[src/rtl/frame_packer.sv]
// frame_packer
//   Buffers 1..MAX_WORDS 16-bit payload words for one channel, computes
//   CRC-16/XMODEM over them, then emits a gap-free frame on data_out:
//   HEADER(2 words), {8'h00,chan}, payload, CRC (optionally inverted),
//   TRAILER(2 words), followed by IDLE_GAP zero words.
// Ports
//   clk_in     clock, rising edge
//   rst        asynchronous reset, active-high
//   start_i    frame request, sampled in IDLE only
//   chan_i     one-hot channel select, sampled with start_i
//   len_i      payload length in words, sampled with start_i
//   crc_inv_i  send ~CRC when set, sampled with start_i
//   s_valid    payload word valid
//   s_data     payload word (first word is most significant)
//   s_ready    payload word accepted on s_valid & s_ready
//   data_out   registered frame stream
//   busy_o     high in every state except IDLE
//   done_o     one-cycle pulse with the last trailer word
//   cfg_err_o  one-cycle pulse after a rejected start_i
module frame_packer #(
  parameter int          MAX_WORDS = 8,
  parameter int          IDLE_GAP  = 2,
  parameter logic [31:0] HEADER    = 32'hE0E0E0E0,
  parameter logic [31:0] TRAILER   = 32'h0E0E0E0E
) (
  input  logic        clk_in,
  input  logic        rst,
  input  logic        start_i,
  input  logic [7:0]  chan_i,
  input  logic [3:0]  len_i,
  input  logic        crc_inv_i,
  input  logic        s_valid,
  input  logic [15:0] s_data,
  output logic        s_ready,
  output logic [15:0] data_out,
  output logic        busy_o,
  output logic        done_o,
  output logic        cfg_err_o
);

  localparam int CNT_MAX = (MAX_WORDS > IDLE_GAP) ? MAX_WORDS : IDLE_GAP;
  localparam int CW      = $clog2(CNT_MAX + 1);
  localparam int IW      = (MAX_WORDS > 1) ? $clog2(MAX_WORDS) : 1;
  localparam logic [3:0]    MAX_LEN  = 4'(MAX_WORDS);
  localparam logic [CW-1:0] GAP_LAST = CW'(IDLE_GAP - 1);

  typedef enum logic [3:0] {
    IDLE, LOAD, HDR1, HDR2, CHAN, PAY, CRC, TRL1, TRL2, GAP
  } state_t;

  state_t        state_q, state_d;
  logic [CW-1:0] cnt_q, cnt_d;
  logic [15:0]   crc_q, crc_d;
  logic [7:0]    chan_q, chan_d;
  logic [3:0]    len_q, len_d;
  logic          inv_q, inv_d;
  logic [15:0]   data_d;
  logic          done_d;
  logic          cfg_err_d;
  logic          buf_we;
  logic [CW-1:0] len_last;
  logic          cfg_ok;
  logic [15:0]   pay_buf [MAX_WORDS];

  // 16 bits folded in per word, MSB first (poly 0x1021).
  function automatic logic [15:0] crc16_word(input logic [15:0] crc_in,
                                             input logic [15:0] word);
    logic [15:0] c;
    logic [15:0] w;
    logic        fb;
    c = crc_in;
    w = word;
    for (int unsigned i = 0; i < 16; i++) begin
      fb = c[15] ^ w[15];
      c  = {c[14:0], 1'b0} ^ (fb ? 16'h1021 : 16'h0000);
      w  = {w[14:0], 1'b0};
    end
    return c;
  endfunction

  assign len_last = CW'(len_q) - CW'(1);
  assign cfg_ok   = ($countones(chan_i) == 1) && (len_i != 4'd0) && (len_i <= MAX_LEN);
  assign s_ready  = (state_q == LOAD);
  assign busy_o   = (state_q != IDLE);

  always_comb begin
    state_d   = state_q;
    cnt_d     = cnt_q;
    crc_d     = crc_q;
    chan_d    = chan_q;
    len_d     = len_q;
    inv_d     = inv_q;
    cfg_err_d = 1'b0;
    buf_we    = 1'b0;
    unique case (state_q)
      IDLE: begin
        if (start_i) begin
          if (cfg_ok) begin
            chan_d  = chan_i;
            len_d   = len_i;
            inv_d   = crc_inv_i;
            crc_d   = '0;
            cnt_d   = '0;
            state_d = LOAD;
          end else begin
            cfg_err_d = 1'b1;
          end
        end
      end
      LOAD: begin
        if (s_valid) begin
          buf_we = 1'b1;
          crc_d  = crc16_word(crc_q, s_data);
          // cnt is reused as the payload read index, so restart it here.
          if (cnt_q == len_last) begin
            cnt_d   = '0;
            state_d = HDR1;
          end else begin
            cnt_d = cnt_q + CW'(1);
          end
        end
      end
      HDR1: state_d = HDR2;
      HDR2: state_d = CHAN;
      CHAN: state_d = PAY;
      PAY: begin
        if (cnt_q == len_last) begin
          cnt_d   = '0;
          state_d = CRC;
        end else begin
          cnt_d = cnt_q + CW'(1);
        end
      end
      CRC:  state_d = TRL1;
      TRL1: state_d = TRL2;
      TRL2: begin
        cnt_d   = '0;
        state_d = GAP;
      end
      GAP: begin
        if (cnt_q == GAP_LAST) begin
          cnt_d   = '0;
          state_d = IDLE;
        end else begin
          cnt_d = cnt_q + CW'(1);
        end
      end
      default: state_d = IDLE;
    endcase
  end

  // data_out is registered: select the word for the state being entered.
  always_comb begin
    data_d = '0;
    done_d = 1'b0;
    unique case (state_d)
      HDR1: data_d = HEADER[31:16];
      HDR2: data_d = HEADER[15:0];
      CHAN: data_d = {8'h00, chan_d};
      PAY:  data_d = pay_buf[cnt_d[IW-1:0]];
      CRC:  data_d = inv_d ? ~crc_d : crc_d;
      TRL1: data_d = TRAILER[31:16];
      TRL2: begin
        data_d = TRAILER[15:0];
        done_d = 1'b1;
      end
      default: data_d = '0;
    endcase
  end

  always_ff @(posedge clk_in or posedge rst) begin
    if (rst) begin
      state_q   <= IDLE;
      cnt_q     <= '0;
      crc_q     <= '0;
      chan_q    <= '0;
      len_q     <= '0;
      inv_q     <= 1'b0;
      data_out  <= '0;
      done_o    <= 1'b0;
      cfg_err_o <= 1'b0;
    end else begin
      state_q   <= state_d;
      cnt_q     <= cnt_d;
      crc_q     <= crc_d;
      chan_q    <= chan_d;
      len_q     <= len_d;
      inv_q     <= inv_d;
      data_out  <= data_d;
      done_o    <= done_d;
      cfg_err_o <= cfg_err_d;
    end
  end

  always_ff @(posedge clk_in) begin
    if (buf_we) pay_buf[cnt_q[IW-1:0]] <= s_data;
  end

endmodule

[config.mk]
export PLATFORM = sky130hd
export DESIGN_NAME = frame_packer
export DESIGN_NICKNAME = d
export VERILOG_FILES = /design/src/rtl/frame_packer.sv
export SDC_FILE = /design/constraint.sdc
export NUM_CORES = 1
export LEC_CHECK = 0
export BUFFER_PORTS_ARGS = -buffer_cell sky130_fd_sc_hd__buf_2
export CAP_MARGIN = 20
export CORE_AREA = 8 8 107 206
export CTS_CLUSTER_SIZE = 12
export DETAILED_ROUTE_END_ITERATION = 8
export DIE_AREA = 0 0 115 214
export SKIP_LAST_GASP = 1
export SLEW_MARGIN = 15
export SYNTH_ARGS = -nofsm -noshare
export SYNTH_HDL_FRONTEND = slang
export SYNTH_SLANG_ARGS = --single-unit
export TNS_END_PERCENT = 5
[constraint.sdc]
create_clock -name clk_in -period 6.67 [get_ports clk_in]
set_input_delay 0.667 -clock clk_in [delete_from_list [all_inputs] [get_ports clk_in]]
set_output_delay 0.667 -clock clk_in [all_outputs]
set_load 0.005 [all_outputs]
==> results.cfg, run 1 <==
[run_status]
outcome = finished, final reports clean

[finish]
fill_cells = 1707
final_common_cell = sky130_fd_sc_hd__edfxtp_1
drive_above_1_share_pct = 18.0
final_nets = 752
mostFrequentLayoutCells = 128 x sky130_fd_sc_hd__edfxtp_1, 87 x sky130_fd_sc_hd__nand2_1, 55 x sky130_fd_sc_hd__dfrtp_1
antenna-diode-count = 0
synthToLayoutAreaGrowth_pct = 14.1
layout.cells.non_filler = 981
fin_area_sq_um = 9750

[logic_synthesis]
largest_family_of_logic_cells_by_synthesized_area = simple AND/OR/NAND/NOR gates
muxShareOfSynthArea_pct = 6.40
synth-warning-count = 0
synth_fa_ha_area_share_pct = 1.81
post-synth-top-area-cell = sky130_fd_sc_hd__edfxtp_1
synthesis.instances = 655
top_area_cells_in_the_synthesized_netlist = sky130_fd_sc_hd__edfxtp_1 45%, sky130_fd_sc_hd__dfrtp_1 16%, sky130_fd_sc_hd__mux2i_1 5.7%, sky130_fd_sc_hd__xnor2_1 4.6%, sky130_fd_sc_hd__nand2_1 3.8%
area_of_the_mapped_netlist_sq_um = 8550
synth_edf_count = 128
synth-main-ff-cell = sky130_fd_sc_hd__edfxtp_1
synth-simple-area-share_pct = 10.1
synthesis.area_per_instance_sq_um = 13.1
synth_compound_gate_area_share_pct = 8.15
synth-async-reset-ratio_pct = 30.1
synth.top_cell.area_share_pct = 45.0
synth_sequential_area_ratio_pct = 61.1
yosys_register_bits = 183
synth.lib_cells_used.distinct = 66
synthXorXnorAreaFrac_pct = 9.23
synth.net_count = 698

[clock_network]
tritoncts = done
cts.hold.buffers_added = 0
cts_root_buf = sky130_fd_sc_hd__clkbuf_16
cts.reportedPaths.clkPinSlew_ns = 0.07
clock_tree.buffer_depth = 2
postCtsResizedCells = 0
clk_latency_ns = 0.43
cts_sinks = 183
numCtsBuffers = 17
clock_tree.htree_level_count = 4
postCtsSetupBuffers = 0

[global_routing]
grt_pass1_vias = 5912
gr-usage-all-layers_pct = 18.6
grt_max_degree = 56
number_of_antenna_violations_at_the_first_check_in_global_routing = 0
grt_pass1_wl_um = 34000
gr-total-overflow = 0

[die]
start_util_pct = 44.3
die_height_um = 214
io_pins = 53
fp-row-count = 72
core_area_sq_um = 19300
die_area_sq_um = 24600
die_x_um = 115

[placement]
dpl_cell_area_sq_um = 9140
place_hpwl_um = 15200
portBuffers = 52
placed_cells = 948
place.gp.congestion = 0.831

[sta]
min_period_ns = 5.29
final-hold-violation-count = 0
fmax_mhz = 189
tns_ns = 0
rsz_0062_raised_after_global_routing = false
clock_skew_ns = 0.0101
timing_max_transition_violations_final = 0
setup_viol_count_final = 0
timing.max_slew.rel_slack_pct = 26.7
max_slew.worst_pin.slew_ns = 1.10
timing.final.crit_share_pct = 79.3

[setup_path]
critical_path_source_type = input port
critPathRequiredTime_ns = 6.94
path_cells = buf_2, inv_1, fa_1, fa_1, fa_1, inv_1, ha_1, inv_1, fa_1, and4b_1, a21oi_1, o21ai_1, a22o_1, inv_4, buf_4, mux2i_1, mux2i_1, o2111ai_1, o2111ai_1
setup.worst_path.class = input port to flip-flop
max_stage_delay_ns = 0.56
critPathMostFrequentCell = sky130_fd_sc_hd__fa_1
critical_path.endpoint_type = flip-flop
worst_ep_arrival_time_ns = 5.56
cpMaxStageDelayCell = sky130_fd_sc_hd__fa_1
crit_fanout = 37

[power]
static-leakage-power_nw = 3.87
irDropWorstVdd_v = 0.000344
finalPower_mw = 5.43
power.density_nw_per_um2 = 557

[drt]
drt_first_iter_violations = 320
routed_wire_length_per_instance_um = 22.6
num_vias = 5506
drt_first_pass_iters = 5
vias_per_cell = 5.61
drc_markers = 0
postRouteAntennaNets = 0
wl_um = 22100

[flow_run]
max_cap_viol_count = 0

[hold_path]
worst_hold_path_type = input port to asynchronous set/reset pin
kinds of logic after synthesis:
| kind of cell | after synthesis |
|---|---|
| flops | 183 |
| simple gates | 179 |
| compound gates | 94 |
| xor+xnor | 72 |
| buf+inv | 63 |
| mux | 54 |
| fa+ha+maj | 10 |
report_power, final:
part           total, mW  switching [mW]  leakage, nW  internal, mW
Sequential          1.59           0.150         1.86          1.44
Combinational       2.82            1.67         1.71          1.15
Clock               1.02           0.444        0.299         0.575
Total               5.43            2.26         3.87          3.16
worst max-delay path: cells and delay by family:
| family | cells | cell delay (ns) |
|---|---|---|
| AO/OA/AOI/OAI | 5 | 1.25 |
| AND/OR/NAND/NOR | 1 | 0.21 |
| buffers and inverters | 6 | 1.02 |
| adder cells (fa/ha/maj) | 5 | 2.08 |
| multiplexers | 2 | 0.30 |
final timing paths:
kind	startpoint	to	slack [ns]	depth (start not counted)
min reg2reg	chan_q[7]$_DFF_PP0_	chan_q[7]$_DFF_PP0_	0.49	2
max	chan_i[0]	data_out[3]$_DFF_PP0_	1.38	19
min in group clk_in	chan_q[7]$_DFF_PP0_	chan_q[7]$_DFF_PP0_	0.49	2
min	rst	data_out[14]$_DFF_PP0_	0.44	3
max reg2reg	cnt_q[0]$_DFF_PP0_	data_out[3]$_DFF_PP0_	2.99	9
max in group asynchronous	rst	crc_q[0]$_DFF_PP0_	5.68	3
per-stage QoR:
stage / hold slack, ns / utilization, % / setup WS (ns)
floorplan: 0.450 / - / 1.88
global placement: 0.473 / 47.4 / 1.10
detailed placement: 0.483 / 47.4 / 0.922
CTS: 0.476 / 50.5 / 1.37
global route: 0.499 / 50.6 / 1.10
finish: 0.439 / 50.6 / 1.38
cells in the mapped netlist (all sizes together), types with 2 or more instances:
library cell	count
fa	4
mux2i	49
mux2	5
edfxtp	128
nor4	3
a221o	2
nand4	8
dfrtp	55
a31oi	3
nor3	5
xnor2	47
or2	3
or3	5
nor2	12
a21oi	9
o22ai	4
nand3	32
ha	6
nand2	87
o31ai	5
and2	5
xor3	3
xnor3	7
xor2	15
nor2b	3
nand2b	4
inv	30
o21ai	27
clkbuf	17
o211ai	12
a211oi	2
o2111ai	20
a22o	2
buf	16
nor3b	3
and3	2
and4b	2
o311ai	3
routing by layer:
layer | wire (um) | vias to the layer above | GRT usage, %
li1 | - | 2492 | -
met1 | 8490 | 2812 | 20.3
met2 | 12100 | 158 | 33.7
met3 | 850 | 44 | 3.39
met4 | 665 | 0 | 8.43
met5 | 0 | - | 0
sequential cells by signal, summed over array words and instances (netlist names):
signal / count
inv_q: 1
state_q: 4
cnt_q: 4
crc_q: 16
cfg_err_o: 1
len_q: 4
done_o: 1
chan_q: 8
pay_buf: 128
data_out: 16
cell type report:
class	count	area, sq um	area share, %
tap	259	324	3.32
sequential	183	5220	53.5
timing repair buffer	68	388	3.98
multi-input combinational	409	3100	31.8
clock buffer	22	495	5.08
inverter	30	115	1.18
clock inverter	10	106	1.09
(Power assumes the default switching activity.)
==> inputs of run 2 (changes only) <==
==> constraint.sdc (replaced) <==
create_clock -name clk_in -period 4.8 [get_ports clk_in]
set_input_delay 0.48 -clock clk_in [delete_from_list [all_inputs] [get_ports clk_in]]
set_output_delay 0.48 -clock clk_in [all_outputs]
set_load 0.005 [all_outputs]
==> run 2 against run 1 <==
Non-clock buffer count increased by 21. Register-to-register slack got worse by 1.6 ns. Hold slack got worse by 0.18 ns. First-iteration DRC count decreased by 1.3%. Clock power increased by 41%. Critical path depth decreased by 1. Cell area increased by 2.6%. Combinational power increased by 51%. Sequential share of layout area decreased by 1.3 points. Flip-flop and latch count unchanged. Setup slack got worse by 1.2 ns. Core utilization increased by 1.3 points. Critical path type unchanged. Highest routed layer unchanged.
==> results.cfg, run 2 (same netlist as run 1, synthesis figures left out) <==
[sta]
hold-worst-slack_ns = 0.263
max_slew.worst_pin.slew_ns = 1.09
rsz_0062_raised_after_global_routing = false
min_period_ns = 4.61
fmax_mhz = 217
final-hold-violation-count = 0
layout_setup_ws_ns = 0.193
timing.final.crit_share_pct = 96.0
timing.max_slew.rel_slack_pct = 27.2
timing_max_transition_violations_final = 0
setup_viol_count_final = 0
tns_ns = 0
clock_skew_ns = 0.0102

[placement]
portBuffers = 52
preCtsSetupSlack_ns = -0.288
place.gp.congestion = 0.840
dpl_cell_area_sq_um = 9380
place_hpwl_um = 15000

[clock_network]
clk_latency_ns = 0.43
numCtsBuffers = 17
cts.hold.buffers_added = 0
cts_root_buf = sky130_fd_sc_hd__clkbuf_16
postCtsSetupBuffers = 0
cts_sinks = 183
clock_tree.buffer_depth = 2
cts.reportedPaths.clkPinSlew_ns = 0.07
clock_tree.htree_level_count = 4
postCtsResizedCells = 0
tritoncts = done

[power]
irDropWorstVdd_v = 0.000373
static-leakage-power_nw = 4.00
power.density_nw_per_um2 = 789

[setup_path]
worst_ep_arrival_time_ns = 4.93
rr_worst_depth = 10
cpMaxStageDelayCell = sky130_fd_sc_hd__fa_1
critPathMostFrequentCell = sky130_fd_sc_hd__fa_1
max_stage_delay_ns = 0.56
path_cells = buf_2, inv_1, fa_1, fa_1, fa_1, inv_1, ha_1, inv_1, fa_1, and4b_1, a21oi_1, o21ai_1, a31oi_2, nor2_2, buf_4, nor2_1, a221o_1, o22ai_1
critical_path.endpoint_type = flip-flop
rr_startpoint = cnt_q[0]$_DFF_PP0_
critPathRequiredTime_ns = 5.12
setup.worst_path.class = input port to flip-flop
crit_fanout = 10
start_point_of_the_critical_path = chan_i[0]
critical_path_source_type = input port

[global_routing]
number_of_antenna_violations_at_the_first_check_in_global_routing = 1
grt_max_degree = 56
gr-usage-all-layers_pct = 17.9
grt_pass1_wl_um = 33100
grt_pass1_vias = 5725
gr-total-overflow = 0

[drt]
num_vias = 5428
drc_markers = 0
drt_first_iter_violations = 316
wl_um = 21200
drt_first_pass_iters = 5
routed_wire_length_per_instance_um = 21.1
postRouteAntennaNets = 0
vias_per_cell = 5.41

[die]
die_height_um = 214
start_util_pct = 44.3
fp-row-count = 72
die_x_um = 115
io_pins = 53
core_area_sq_um = 19300
die_area_sq_um = 24600

[finish]
util_after_layout_pct = 51.9
final_common_cell = sky130_fd_sc_hd__edfxtp_1
final_nets = 773
mostFrequentLayoutCells = 128 x sky130_fd_sc_hd__edfxtp_1, 87 x sky130_fd_sc_hd__nand2_1, 55 x sky130_fd_sc_hd__dfrtp_1
drive_above_1_share_pct = 20.5
synthToLayoutAreaGrowth_pct = 17.0
fin_area_sq_um = 10000
largest_reg_flops = 128

[run_status]
outcome = finished, final reports clean

[hold_path]
worst_hold_path_type = input port to asynchronous set/reset pin

[flow_run]
max_cap_viol_count = 0
==> run 2: cell count changes in the layout (fill, tap and decap cells not counted), moves of 2 or more <==
cell and change:
sky130_fd_sc_hd__buf_4 +15, sky130_fd_sc_hd__clkinvlp_4 +3, sky130_fd_sc_hd__inv_4 -2, sky130_fd_sc_hd__clkinv_4 -2
sky130_fd_sc_hd__clkbuf_8 -2, sky130_fd_sc_hd__buf_12 +7, sky130_fd_sc_hd__bufinv_16 +2, sky130_fd_sc_hd__clkinv_2 +2
==> run 2: worst max-delay path: cells and delay by family <==
family,cells,cell delay (ns)
and+or+nand+nor,3,0.78
buffers and inverters,5,0.49
AOI/OAI and AO/OA,5,1.03
adders and majority gates,5,2.13
==> run 2: per-stage QoR <==
step | power, mW | cells
after CTS | 7.93 | 1002
after global routing | 8.35 | 1003
after global placement | 6.39 | 970
final | 7.89 | 1003
after detailed placement | 6.45 | 970
after floorplan | 5.08 | 655
==> run 2: final cells by class <==
cell class              count  area (sq um)
diodes                      1          2.50
clock buffers              18           439
clock inverters            14           173
fillers                  1710          9280
inverters                  30           115
multi-input cells         409          3100
flip-flops and latches    183          5220
well taps                 259           324
repair buffers             89           626
==> run 2: per-layer routing <==
| layer | wire length, um | global-route usage (%) |
|---|---|---|
| met3 | 566 | 2.85 |
| met5 | 0 | 0 |
| met1 | 8310 | 20.4 |
| met4 | 490 | 6.66 |
| met2 | 11800 | 32.3 |
==> run 2: power breakdown <==
group	total, mW	switching [mW]	internal [mW]
clock network	1.44	0.605	0.837
logic	4.26	2.35	1.90
registers	2.19	0.194	1.99
==> run 2: worst paths after layout <==
check                      slack [ns]                     end
max reg2reg                      1.39   data_out[8]$_DFF_PP0_
min in group clk_in              0.31     cfg_err_o$_DFF_PP0_
min                              0.26  data_out[10]$_DFF_PP0_
min reg2reg                      0.49     chan_q[5]$_DFF_PP0_
max                              0.19   data_out[8]$_DFF_PP0_
max in group asynchronous        4.02    cnt_q[3]$_DFFE_PP0P_
==> inputs of run 3 (changes only) <==
--- a/config.mk
+++ b/config.mk
@@ -11,6 +11,7 @@
 export CTS_CLUSTER_SIZE = 12
 export DETAILED_ROUTE_END_ITERATION = 8
 export DIE_AREA = 0 0 115 214
+export REMOVE_ABC_BUFFERS = 1
 export SKIP_LAST_GASP = 1
 export SLEW_MARGIN = 15
 export SYNTH_ARGS = -nofsm -noshare
==> run 3 against run 2 <==
Critical endpoint is now data_out[3]$_DFF_PP0_. Via count rose by 1.3%. Flip-flop and latch count stayed put. Cell area decreased by 0.49%. Sequential share of layout area increased by 0.26 points. Die area is the same. Total power is 1.4% lower. First-iteration DRC count down 6.6%.
==> results.cfg, run 3 (same netlist as run 1, synthesis figures left out) <==
[clock_network]
postCtsSetupBuffers = 0
numCtsBuffers = 17
cts_sinks = 183
cts.reportedPaths.clkPinSlew_ns = 0.06
cts.hold.buffers_added = 0
cts_root_buf = sky130_fd_sc_hd__clkbuf_16
clock_tree.htree_level_count = 4
clk_latency_ns = 0.44
clock_tree.buffer_depth = 2
postCtsResizedCells = 0
tritoncts = done

[drt]
routed_wire_length_per_instance_um = 21.6
drt_first_pass_iters = 4
num_vias = 5500
vias_per_cell = 5.48
postRouteAntennaNets = 0
drt_first_iter_violations = 295
wl_um = 21600
drc_markers = 0

[hold_path]
worst_hold_path_type = input port to asynchronous set/reset pin

[sta]
final-hold-violation-count = 0
rsz_0062_raised_after_global_routing = false
clock_skew_ns = 0.00758
timing_max_transition_violations_final = 0
min_period_ns = 4.49
timing.max_slew.rel_slack_pct = 37.5
tns_ns = 0
fmax_mhz = 223
max_slew.worst_pin.slew_ns = 0.935
setup_viol_count_final = 0
layout_setup_ws_ns = 0.308
timing.final.crit_share_pct = 93.6

[power]
static-leakage-power_nw = 3.98
power.density_nw_per_um2 = 781
irDropWorstVdd_v = 0.000612

[setup_path]
path_cells = buf_2, inv_1, fa_1, fa_1, fa_1, inv_1, ha_1, inv_1, fa_1, and4b_1, a21oi_1, o21ai_1, a22o_1, inv_4, buf_12, mux2i_1, mux2i_1, o2111ai_1, o2111ai_1
cpMaxStageDelayCell = sky130_fd_sc_hd__fa_1
critPathRequiredTime_ns = 5.07
critPathMostFrequentCell = sky130_fd_sc_hd__fa_1
setup.worst_path.class = input port to flip-flop
critPathBufInv = 6
critical_path.endpoint_type = flip-flop
critical_path_source_type = input port
crit_fanout = 30
max_stage_delay_ns = 0.56
worst_ep_arrival_time_ns = 4.76
cp_top_family = adder cells

[global_routing]
number_of_antenna_violations_at_the_first_check_in_global_routing = 0
grt_pass1_vias = 6029
gr-usage-all-layers_pct = 18.5
gr-total-overflow = 0
grt_max_degree = 56
grt_pass1_wl_um = 33700

[die]
die_x_um = 115
start_util_pct = 44.3
die_height_um = 214
fp-row-count = 72
io_pins = 53
core_area_sq_um = 19300
die_area_sq_um = 24600

[placement]
dpl_cell_area_sq_um = 9370
preCtsSetupSlack_ns = -0.202
placed_cells = 969
place.gp.congestion = 0.883
portBuffers = 52
place_hpwl_um = 15100

[finish]
fill_cells = 1723
final_nets = 774
util_after_layout_pct = 51.6
fin_area_sq_um = 9950
synthToLayoutAreaGrowth_pct = 16.4
final_common_cell = sky130_fd_sc_hd__edfxtp_1
layout.cells.non_filler = 1003
largest_reg_flops = 128
antenna-diode-count = 0
mostFrequentLayoutCells = 128 x sky130_fd_sc_hd__edfxtp_1, 87 x sky130_fd_sc_hd__nand2_1, 55 x sky130_fd_sc_hd__dfrtp_1
drive_above_1_share_pct = 20.3

[flow_run]
max_cap_viol_count = 0

[run_status]
outcome = finished, final reports clean
[run 3: changes by cell type in the layout (fill, tap and decap cells not counted), sizes merged]
cell,delta
clkinv,-1
buf,+1
inv,-1
bufinv,-3
diode,-1
clkbuf,+5
[run 3: worst reg2reg max path: cells and delay by family (launching register included)]
| kind | cells | cell delay, ns |
|---|---|---|
| buf+inv | 1 | 0.36 |
| flops | 1 | 0.53 |
| simple gates | 4 | 2.09 |
[run 3: power by group]
group          total [mW]  switching [mW]  leakage (nW)  internal, mW
clock                1.31           0.591         0.266         0.721
combinational        4.28            2.36          1.85          1.92
sequential           2.18           0.191          1.86          1.99
[run 3: through the flow]
stage | power [mW] | hold slack [ns]
after floorplan | 4.92 | 0.450
after global placement | 6.42 | 0.465
after detailed placement | 6.49 | 0.476
after CTS | 7.82 | 0.283
after global routing | 8.24 | 0.285
final | 7.78 | 0.262
[run 3: per-layer routing]
metal	GRT usage, %	vias up	wire length (um)
met5	0	-	0
met4	9.18	0	709
met3	3.84	41	956
met2	32.7	162	11900
met1	20.2	2751	8120
li1	-	2546	-
[run 3: final timing paths]
path	cells past startpoint	start	slack (ns)	end
worst min-delay path	3	rst	0.26	chan_q[6]$_DFF_PP0_
worst min register to register	2	chan_q[5]$_DFF_PP0_	0.49	chan_q[5]$_DFF_PP0_
max in group asynchronous	3	rst	4.03	data_out[12]$_DFF_PP0_
worst max register to register	5	state_q[3]$_DFF_PP0_	1.52	pay_buf[2][10]$_DFFE_PP_
worst max-delay path	19	chan_i[0]	0.31	data_out[3]$_DFF_PP0_
min in group clk_in	2	start_i	0.30	cfg_err_o$_DFF_PP0_
[run 3: layout make-up]
| class | instances | area, sq um | share of cell area (%) |
|---|---|---|---|
| Multi-Input combinational cell | 409 | 3080 | 31.0 |
| Clock inverter | 9 | 68.8 | 0.691 |
| Tap cell | 259 | 324 | 3.26 |
| Sequential cell | 183 | 5220 | 52.4 |
| Inverter | 30 | 115 | 1.16 |
| Timing Repair Buffer | 90 | 653 | 6.56 |
| Clock buffer | 23 | 488 | 4.90 |
